## config.mk

```make
export PLATFORM = sky130hd
export DESIGN_NAME = dcache_controller
export DESIGN_NICKNAME = d
export VERILOG_FILES = /design/src/rtl/dcache_pkg.sv /design/src/rtl/dcache_line_array.sv /design/src/rtl/dcache_controller.sv
export SDC_FILE = /design/constraint.sdc
export NUM_CORES = 2
export LEC_CHECK = 0
export ABC_AREA = 1
export CAP_MARGIN = 10
export CORE_MARGIN = 1
export CORE_UTILIZATION = 38
export DETAILED_ROUTE_END_ITERATION = 8
export PLACE_DENSITY = 0.62
export SLEW_MARGIN = 20
export SYNTH_ARGS = -nofsm -noshare
export SYNTH_HDL_FRONTEND = slang
export SYNTH_SLANG_ARGS = --single-unit
```

## constraint.sdc

```tcl
create_clock -name clk -period 5.69 [get_ports clk]
set_input_delay 0.8535 -clock clk [delete_from_list [all_inputs] [get_ports clk]]
set_output_delay 0.8535 -clock clk [all_outputs]
set_load 0.01 [all_outputs]
```

## src/rtl/dcache_pkg.sv

```systemverilog
// Shared types and address-field helpers for the direct-mapped write-through data cache.
package dcache_pkg;

   typedef enum logic [1:0] {
      ST_IDLE   = 2'd0,
      ST_REFILL = 2'd1,
      ST_WRITE  = 2'd2
   } state_e;

   localparam int OFFSET_W       = 2;
   localparam int WORDS_PER_LINE = 4;
   localparam int DEF_NUM_LINES  = 16;
   localparam int INDEX_W        = $clog2(DEF_NUM_LINES);
   localparam int TAG_W          = 32 - 4 - INDEX_W;

   function automatic logic [OFFSET_W-1:0] addr_offset(input logic [31:0] addr);
      return addr[3:2];
   endfunction

   // Index and tag are returned full-width so callers with any line count can truncate.
   function automatic logic [31:0] addr_index(input logic [31:0] addr, input int index_w);
      return (addr >> 4) & ((32'd1 << index_w) - 32'd1);
   endfunction

   function automatic logic [31:0] addr_tag(input logic [31:0] addr, input int index_w);
      return addr >> (4 + index_w);
   endfunction

endpackage

```

## src/rtl/dcache_line_array.sv

```systemverilog
// Valid/tag/data storage for the cache: combinational lookup, word and refill write ports,
// and asynchronous clearing of every valid bit.
module dcache_line_array
   import dcache_pkg::*;
#(
   parameter int NUM_LINES = 16,
   parameter int IDX_W     = $clog2(NUM_LINES),
   parameter int TG_W      = 28 - IDX_W
) (
   input  logic                clk,
   input  logic                rst_n,
   input  logic [IDX_W-1:0]    lk_idx_i,
   input  logic [TG_W-1:0]     lk_tag_i,
   input  logic [OFFSET_W-1:0] lk_off_i,
   output logic                lk_hit_o,
   output logic [31:0]         lk_rdata_o,
   input  logic                wr_en_i,
   input  logic [IDX_W-1:0]    wr_idx_i,
   input  logic [OFFSET_W-1:0] wr_off_i,
   input  logic [31:0]         wr_data_i,
   input  logic                rf_en_i,
   input  logic [IDX_W-1:0]    rf_idx_i,
   input  logic [OFFSET_W-1:0] rf_word_i,
   input  logic [31:0]         rf_data_i,
   input  logic                rf_last_i,
   input  logic [TG_W-1:0]     rf_tag_i
);

   logic            valid_q [NUM_LINES];
   logic [TG_W-1:0] tag_q   [NUM_LINES];
   logic [31:0]     data_q  [NUM_LINES][WORDS_PER_LINE];

   // A line only becomes valid once its final refill word lands, so an aborted refill leaves it invalid.
   for (genvar gi = 0; gi < NUM_LINES; gi++) begin : g_valid
      always_ff @(posedge clk or negedge rst_n) begin
         if (!rst_n) begin
            valid_q[gi] <= 1'b0;
         end else if (rf_en_i && rf_last_i && (rf_idx_i == IDX_W'(gi))) begin
            valid_q[gi] <= 1'b1;
         end
      end
   end

   always_ff @(posedge clk) begin
      if (wr_en_i) begin
         data_q[wr_idx_i][wr_off_i] <= wr_data_i;
      end
      if (rf_en_i) begin
         data_q[rf_idx_i][rf_word_i] <= rf_data_i;
         if (rf_last_i) begin
            tag_q[rf_idx_i] <= rf_tag_i;
         end
      end
   end

   assign lk_hit_o   = valid_q[lk_idx_i] && (tag_q[lk_idx_i] == lk_tag_i);
   assign lk_rdata_o = data_q[lk_idx_i][lk_off_i];

endmodule

```

## src/rtl/dcache_controller.sv

```systemverilog
// Direct-mapped, write-through, no-write-allocate data cache controller with 4-word line refill
// and a fixed MEM_LATENCY access window per memory word.
module dcache_controller
   import dcache_pkg::*;
#(
   parameter int NUM_LINES   = 16,
   parameter int MEM_LATENCY = 2
) (
   input  logic        clk,
   input  logic        reset,
   input  logic        cpu_req_valid,
   input  logic        cpu_req_write,
   input  logic [31:0] cpu_req_addr,
   input  logic [31:0] cpu_req_wdata,
   output logic        cpu_req_ready,
   output logic        cpu_resp_valid,
   output logic [31:0] cpu_resp_rdata,
   output logic        mem_store_instruction,
   output logic [31:0] mem_address,
   output logic [31:0] mem_data_in,
   input  logic [31:0] mem_data_out,
   output logic [31:0] hit_count,
   output logic [31:0] miss_count
);

   localparam int IDX_W = $clog2(NUM_LINES);
   localparam int TG_W  = 28 - IDX_W;
   localparam int LAT_W = (MEM_LATENCY > 1) ? $clog2(MEM_LATENCY) : 1;
   localparam logic [LAT_W-1:0] LAT_LAST = LAT_W'(MEM_LATENCY - 1);

   state_e              state_q;
   logic [LAT_W-1:0]    lat_q;
   logic [1:0]          word_q;
   logic [31:0]         req_addr_q;
   logic [31:0]         resp_word_q;
   logic                resp_valid_q;
   logic [31:0]         resp_rdata_q;
   logic                store_q;
   logic [31:0]         mem_address_q;
   logic [31:0]         mem_data_in_q;
   logic [31:0]         hit_cnt_q;
   logic [31:0]         miss_cnt_q;

   logic                lk_hit;
   logic [31:0]         lk_rdata;
   logic                accept;
   logic                lat_last;
   logic [OFFSET_W-1:0] req_off;
   logic                unused_addr_bits;

   assign accept           = cpu_req_valid && (state_q == ST_IDLE);
   assign lat_last         = (lat_q == LAT_LAST);
   assign req_off          = addr_offset(req_addr_q);
   assign unused_addr_bits = ^cpu_req_addr[1:0];

   dcache_line_array #(
      .NUM_LINES (NUM_LINES),
      .IDX_W     (IDX_W),
      .TG_W      (TG_W)
   ) u_lines (
      .clk        (clk),
      .rst_n      (reset),
      .lk_idx_i   (IDX_W'(addr_index(cpu_req_addr, IDX_W))),
      .lk_tag_i   (TG_W'(addr_tag(cpu_req_addr, IDX_W))),
      .lk_off_i   (addr_offset(cpu_req_addr)),
      .lk_hit_o   (lk_hit),
      .lk_rdata_o (lk_rdata),
      .wr_en_i    (accept && cpu_req_write && lk_hit),
      .wr_idx_i   (IDX_W'(addr_index(cpu_req_addr, IDX_W))),
      .wr_off_i   (addr_offset(cpu_req_addr)),
      .wr_data_i  (cpu_req_wdata),
      .rf_en_i    ((state_q == ST_REFILL) && lat_last),
      .rf_idx_i   (IDX_W'(addr_index(req_addr_q, IDX_W))),
      .rf_word_i  (word_q),
      .rf_data_i  (mem_data_out),
      .rf_last_i  (word_q == 2'd3),
      .rf_tag_i   (TG_W'(addr_tag(req_addr_q, IDX_W)))
   );

   always_ff @(posedge clk or negedge reset) begin
      if (!reset) begin
         state_q       <= ST_IDLE;
         lat_q         <= '0;
         word_q        <= 2'd0;
         req_addr_q    <= 32'd0;
         resp_word_q   <= 32'd0;
         resp_valid_q  <= 1'b0;
         resp_rdata_q  <= 32'd0;
         store_q       <= 1'b0;
         mem_address_q <= 32'd0;
         mem_data_in_q <= 32'd0;
         hit_cnt_q     <= 32'd0;
         miss_cnt_q    <= 32'd0;
      end else begin
         resp_valid_q <= 1'b0;
         resp_rdata_q <= 32'd0;
         store_q      <= 1'b0;
         case (state_q)
            ST_IDLE: begin
               if (cpu_req_valid) begin
                  if (lk_hit) hit_cnt_q  <= hit_cnt_q + 32'd1;
                  else        miss_cnt_q <= miss_cnt_q + 32'd1;
                  req_addr_q <= {cpu_req_addr[31:2], 2'b00};
                  lat_q      <= '0;
                  if (cpu_req_write) begin
                     state_q       <= ST_WRITE;
                     mem_address_q <= {cpu_req_addr[31:2], 2'b00};
                     mem_data_in_q <= cpu_req_wdata;
                     store_q       <= (MEM_LATENCY == 1);
                  end else if (lk_hit) begin
                     resp_valid_q <= 1'b1;
                     resp_rdata_q <= lk_rdata;
                  end else begin
                     state_q       <= ST_REFILL;
                     word_q        <= 2'd0;
                     mem_address_q <= {cpu_req_addr[31:4], 4'b0000};
                  end
               end
            end
            ST_REFILL: begin
               if (lat_last) begin
                  lat_q <= '0;
                  if (word_q == req_off) resp_word_q <= mem_data_out;
                  // The requested word is forwarded from the fetch path, never re-read from the array.
                  if (word_q == 2'd3) begin
                     state_q      <= ST_IDLE;
                     resp_valid_q <= 1'b1;
                     resp_rdata_q <= (req_off == 2'd3) ? mem_data_out : resp_word_q;
                  end else begin
                     word_q        <= word_q + 2'd1;
                     mem_address_q <= {req_addr_q[31:4], word_q + 2'd1, 2'b00};
                  end
               end else begin
                  lat_q <= lat_q + LAT_W'(1);
               end
            end
            ST_WRITE: begin
               if (lat_last) begin
                  state_q      <= ST_IDLE;
                  resp_valid_q <= 1'b1;
               end else begin
                  lat_q   <= lat_q + LAT_W'(1);
                  store_q <= ((lat_q + LAT_W'(1)) == LAT_LAST);
               end
            end
            default: state_q <= ST_IDLE;
         endcase
      end
   end

   assign cpu_req_ready         = (state_q == ST_IDLE);
   assign cpu_resp_valid        = resp_valid_q;
   assign cpu_resp_rdata        = resp_rdata_q;
   assign mem_store_instruction = store_q;
   assign mem_address           = mem_address_q;
   assign mem_data_in           = mem_data_in_q;
   assign hit_count             = hit_cnt_q;
   assign miss_count            = miss_cnt_q;

endmodule
```

==> results.md <==
* Slowest cell delay on critical path at 0.67 ns
* Post-layout min period at approximately 4.2 ns
* Top FF cell, synth: edfxtp_1
* Largest area contributor in the synthesized netlist: edfxtp_1
* Worst R2R Path Depth at 14
* Post-DP HPWL at 172,000 µm
* GPL Wtd Cong at 0.849
* Overflow after GRT at 0
* EDFF count, synth at around 2,400
* Hold slack final at 0.468 ns
* Post-Route WL at 308,000 µm
* Clock sink total at between 2,000 and 3,000
* Worst setup EP type: flip-flop
* Port bufs at 258
* Placed cells at 12,626
* Worst-case clock skew at 0.0767 ns
* Die Area at 289,000 µm²
* All-Layer GR Usage at 20.7%
* Core box area at 285,000 µm²
* Relative slew slack at about 20%
* Max-cap violations at 0
* FP Rows at 196
* Setup_tns at 0 ns
* Syn Inst Count at 8,952
* Post-synthesis async set-or-reset flop share at 9.08%
* Synth Register Bits at 2,675
* CTS Root Cell: clkbuf_16
* Synth warn at 0
* Final Cycle Share at 74.3%
* CTS clk-pin slew, worst paths at 0.06 ns
* CTS H-tree depth at 5
* R2R Setup Slk at 1.48 ns
* Antenna violations before repair at 8
* Crit Path Class: input pin to flip-flop
* Total Power at 46,200 µW
* HP Start: u_lines.valid_q[15]$_DFFE_PN0P_
* Worst vdd ir at 0.000226 V
* Worst setup SP type: input pin
* Ranking of synthesized cells by area: edfxtp_1 67%, nand2_1 8.9%, dfrtp_1 5.6%, a21oi_1 4.6%, nand3_1 1.8%
* Share of layout cells above drive strength 1 at 8.57%
* Clock tree buffer depth at 4
* Die H at 537 µm
* Pwr dens at 364 nW/µm²
* Seq/Total Area, Yosys at between 70% and 80%
* Outcome: complete, no violations
* Pins Over Slew Limit at 0
* Iteration-0 DRC count of the detailed router at 8,088
* Crit path to: cpu_resp_rdata[10]$_DFF_PN0_
* Final Hold Fails at 0
* P_leak at 0.0443 µW
* Post-Syn Area at 109,000 µm²
* Pre-antenna DRT Iters at 6
* Fin area at 127,000 µm²
* Number of global-route vias before repair at 70,191
* DIE WIDTH at 537 µm
* WP data required at ~6.5 ns
* Arr. time, crit path at about 5.1 ns
* # nets final at 9,269
* Final setup violation count at 0
* Inserted Clock Buffers at roughly 290
* Crit path cell chain: buf_8 > buf_12 > buf_12 > buf_12 > nand2_1 > nand2_1 > a21oi_1 > o311ai_0 > o31ai_1 > nand2_1 > nand4_1 > o21ai_1
* Critical Path Start: cpu_req_addr[4]
* DR WL/cell at approximately 23 µm
* Area Growth Syn to Fin at 16.6%
* Layout Cells excl Fill at 13,128
* RSZ-0062 raised after global routing: false
* Critical path's slowest cell: buf_12
* Post-DR vias/cell at 5.61
* Pin count of the biggest net entering global routing at between 200 and 250
* R2R Path End: u_lines.data_q[9][83]$_DFFE_PP_
* Worst hold path type: flip-flop to flip-flop
* Share of the synthesized area in the top cell type at between 60 and 70%
* F_max at 0.237 GHz
* Peak fanout along the critical path at 199
* Yosys cell types at 45
* CTS tree: yes
* Starting Density at 38.2%
* Post CTS Setup Buffer Count at 0
* R2R Path Start: state_q[1]$_DFFE_PN0P_
* Remaining antenna violation count at 0
* Total number of vias at 73,649
* First-pass GRT wire length at 452,000 µm
* IO Pins at 263
* Least-Margin Pin Slew at around 1.2 ns
* Clock Latency Late Sink at 0.96 ns
* Avg Cell Area, Syn at 12.2 µm²
* Dpl cell area at 118,000 µm²
* Post-route DRC at 0
[routing by layer]
| metal | global-route usage [%] | share of wire, % |
|---|---|---|
| met5 | 0 | 0.0039 |
| met4 | 8.57 | 3.8 |
| met3 | 3.12 | 7.8 |
| met2 | 33.3 | 48 |
| met1 | 28.2 | 41 |
[placed cells by master (no fill, tap or decap), types with 14 or more instances in the layout]
master | Yosys | routed
a211oi_1 | 62 | 61
a21oi_1 | 999 | 935
a21oi_4 | 0 | 64
a221oi_1 | 163 | 163
a22oi_1 | 128 | 128
a32o_1 | 62 | 62
a32oi_1 | 60 | 60
buf_12 | 0 | 89
buf_4 | 15 | 172
bufinv_16 | 0 | 20
clkbuf_1 | 447 | 64
clkbuf_16 | 0 | 292
clkdlybuf4s50_1 | 0 | 253
clkinv_1 | 2 | 50
clkinv_2 | 0 | 37
dfrtp_1 | 243 | 243
edfxtp_1 | 2432 | 2432
inv_1 | 258 | 255
nand2_1 | 2593 | 2587
nand3_1 | 399 | 398
nand4_1 | 98 | 98
nor2_1 | 207 | 188
nor2_4 | 2 | 17
nor3_1 | 37 | 37
nor4_1 | 14 | 14
o21ai_0 | 279 | 247
o21ai_1 | 36 | 36
o21ai_4 | 0 | 32
o311a_1 | 21 | 21
o311ai_0 | 68 | 68
o31ai_1 | 72 | 72
or2_2 | 16 | 16
xnor2_1 | 16 | 16
xor2_1 | 39 | 39
[sequential cells by signal (all words and copies together) (netlist names), 30 cells and up]
| signal | cells |
|---|---|
| cpu_resp_rdata | 32 |
| hit_count | 32 |
| mem_address | 30 |
| mem_data_in | 32 |
| miss_count | 32 |
| req_addr_q | 30 |
| resp_word_q | 32 |
| u_lines.data_q | 2048 |
| u_lines.tag_q | 384 |
[power by group]
part	internal [µW]	total [µW]	switching [µW]
Sequential	22900	23600	662
Combinational	1440	4850	3400
Clock	10400	17800	7440
[critical path, delay by kind of cell]
family                 cells  cell delay [ns]
AO/OA/AOI/OAI              4             1.16
buffers and inverters      4             1.84
AND/OR/NAND/NOR            4             0.84
[cell families (layout without fill, tap and decap cells)]
logic type	Yosys count	count (layout)	synth area share, %
XOR/XNOR	55	55	0.443
AND/OR/NAND/NOR	3379	3379	12.5
AO/OA/AOI/OAI	1959	1959	11.0
buffers and inverters	872	1277	3.19
adder cells (fa/ha/maj)	11	11	0.126
flip-flops	2675	2675	72.7
other	1	10	0.00345
[synthesized netlist by cell type (2+ instances only)]
cell type,number
dfrtp_1,243
xnor2_1,16
a221oi_1,163
a22oi_1,128
nor2_4,2
inv_2,3
o21ai_1,36
nor4_1,14
ha_1,11
clkbuf_1,447
nand2_1,2593
buf_1,53
nand4_1,98
buf_2,90
o22ai_1,2
nand3_1,399
o31ai_1,72
a32o_1,62
nand3b_1,3
o211ai_1,7
a21oi_1,999
nor3_1,37
o311ai_0,68
o21ai_0,279
clkinv_1,2
edfxtp_1,2432
a32oi_1,60
nand4_2,3
a211oi_1,62
inv_1,258
nor2_1,207
o311a_1,21
buf_6,3
buf_4,15
xor2_1,39
or2_2,16
[timing repair]
action | 4_1_cts | 5_1_grt
setup endpoints to repair | 0 | 0
hold endpoints to repair | 84 | 0
gates resized for setup | 0 | 0
hold buffers | 1 | 0
[cell type report]
type	count	area (µm²)
Tap cell	3762	4710
Sequential cell	2675	79100
Clock inverter	127	1150
Antenna cell	8	20.0
Timing Repair Buffer	523	5770
Fill cell	25301	158000
Multi-Input combinational cell	5406	27500
Inverter	264	1030
Clock buffer	363	7640
[worst min path at each step]
stage               slack (ns)  cells after the start                               to
CTS                       0.47                      1  u_lines.valid_q[15]$_DFFE_PN0P_
finish                    0.47                      1  u_lines.valid_q[15]$_DFFE_PN0P_
detailed placement        0.45                      1  u_lines.valid_q[15]$_DFFE_PN0P_
floorplan                 0.43                      2   u_lines.valid_q[1]$_DFFE_PN0P_
global placement          0.44                      2   u_lines.valid_q[1]$_DFFE_PN0P_
global route              0.48                      1  u_lines.valid_q[11]$_DFFE_PN0P_
[per-stage QoR]
step,setup slack [ns],util [%]
2_1_floorplan,0.591,-
3_3_place_gp,0.568,41.4
3_5_place_dp,0.569,41.4
4_1_cts,1.48,44.5
5_1_grt,1.22,44.5
6_report,1.46,44.5
No activity file was read; power rests on OpenSTA's default activity.
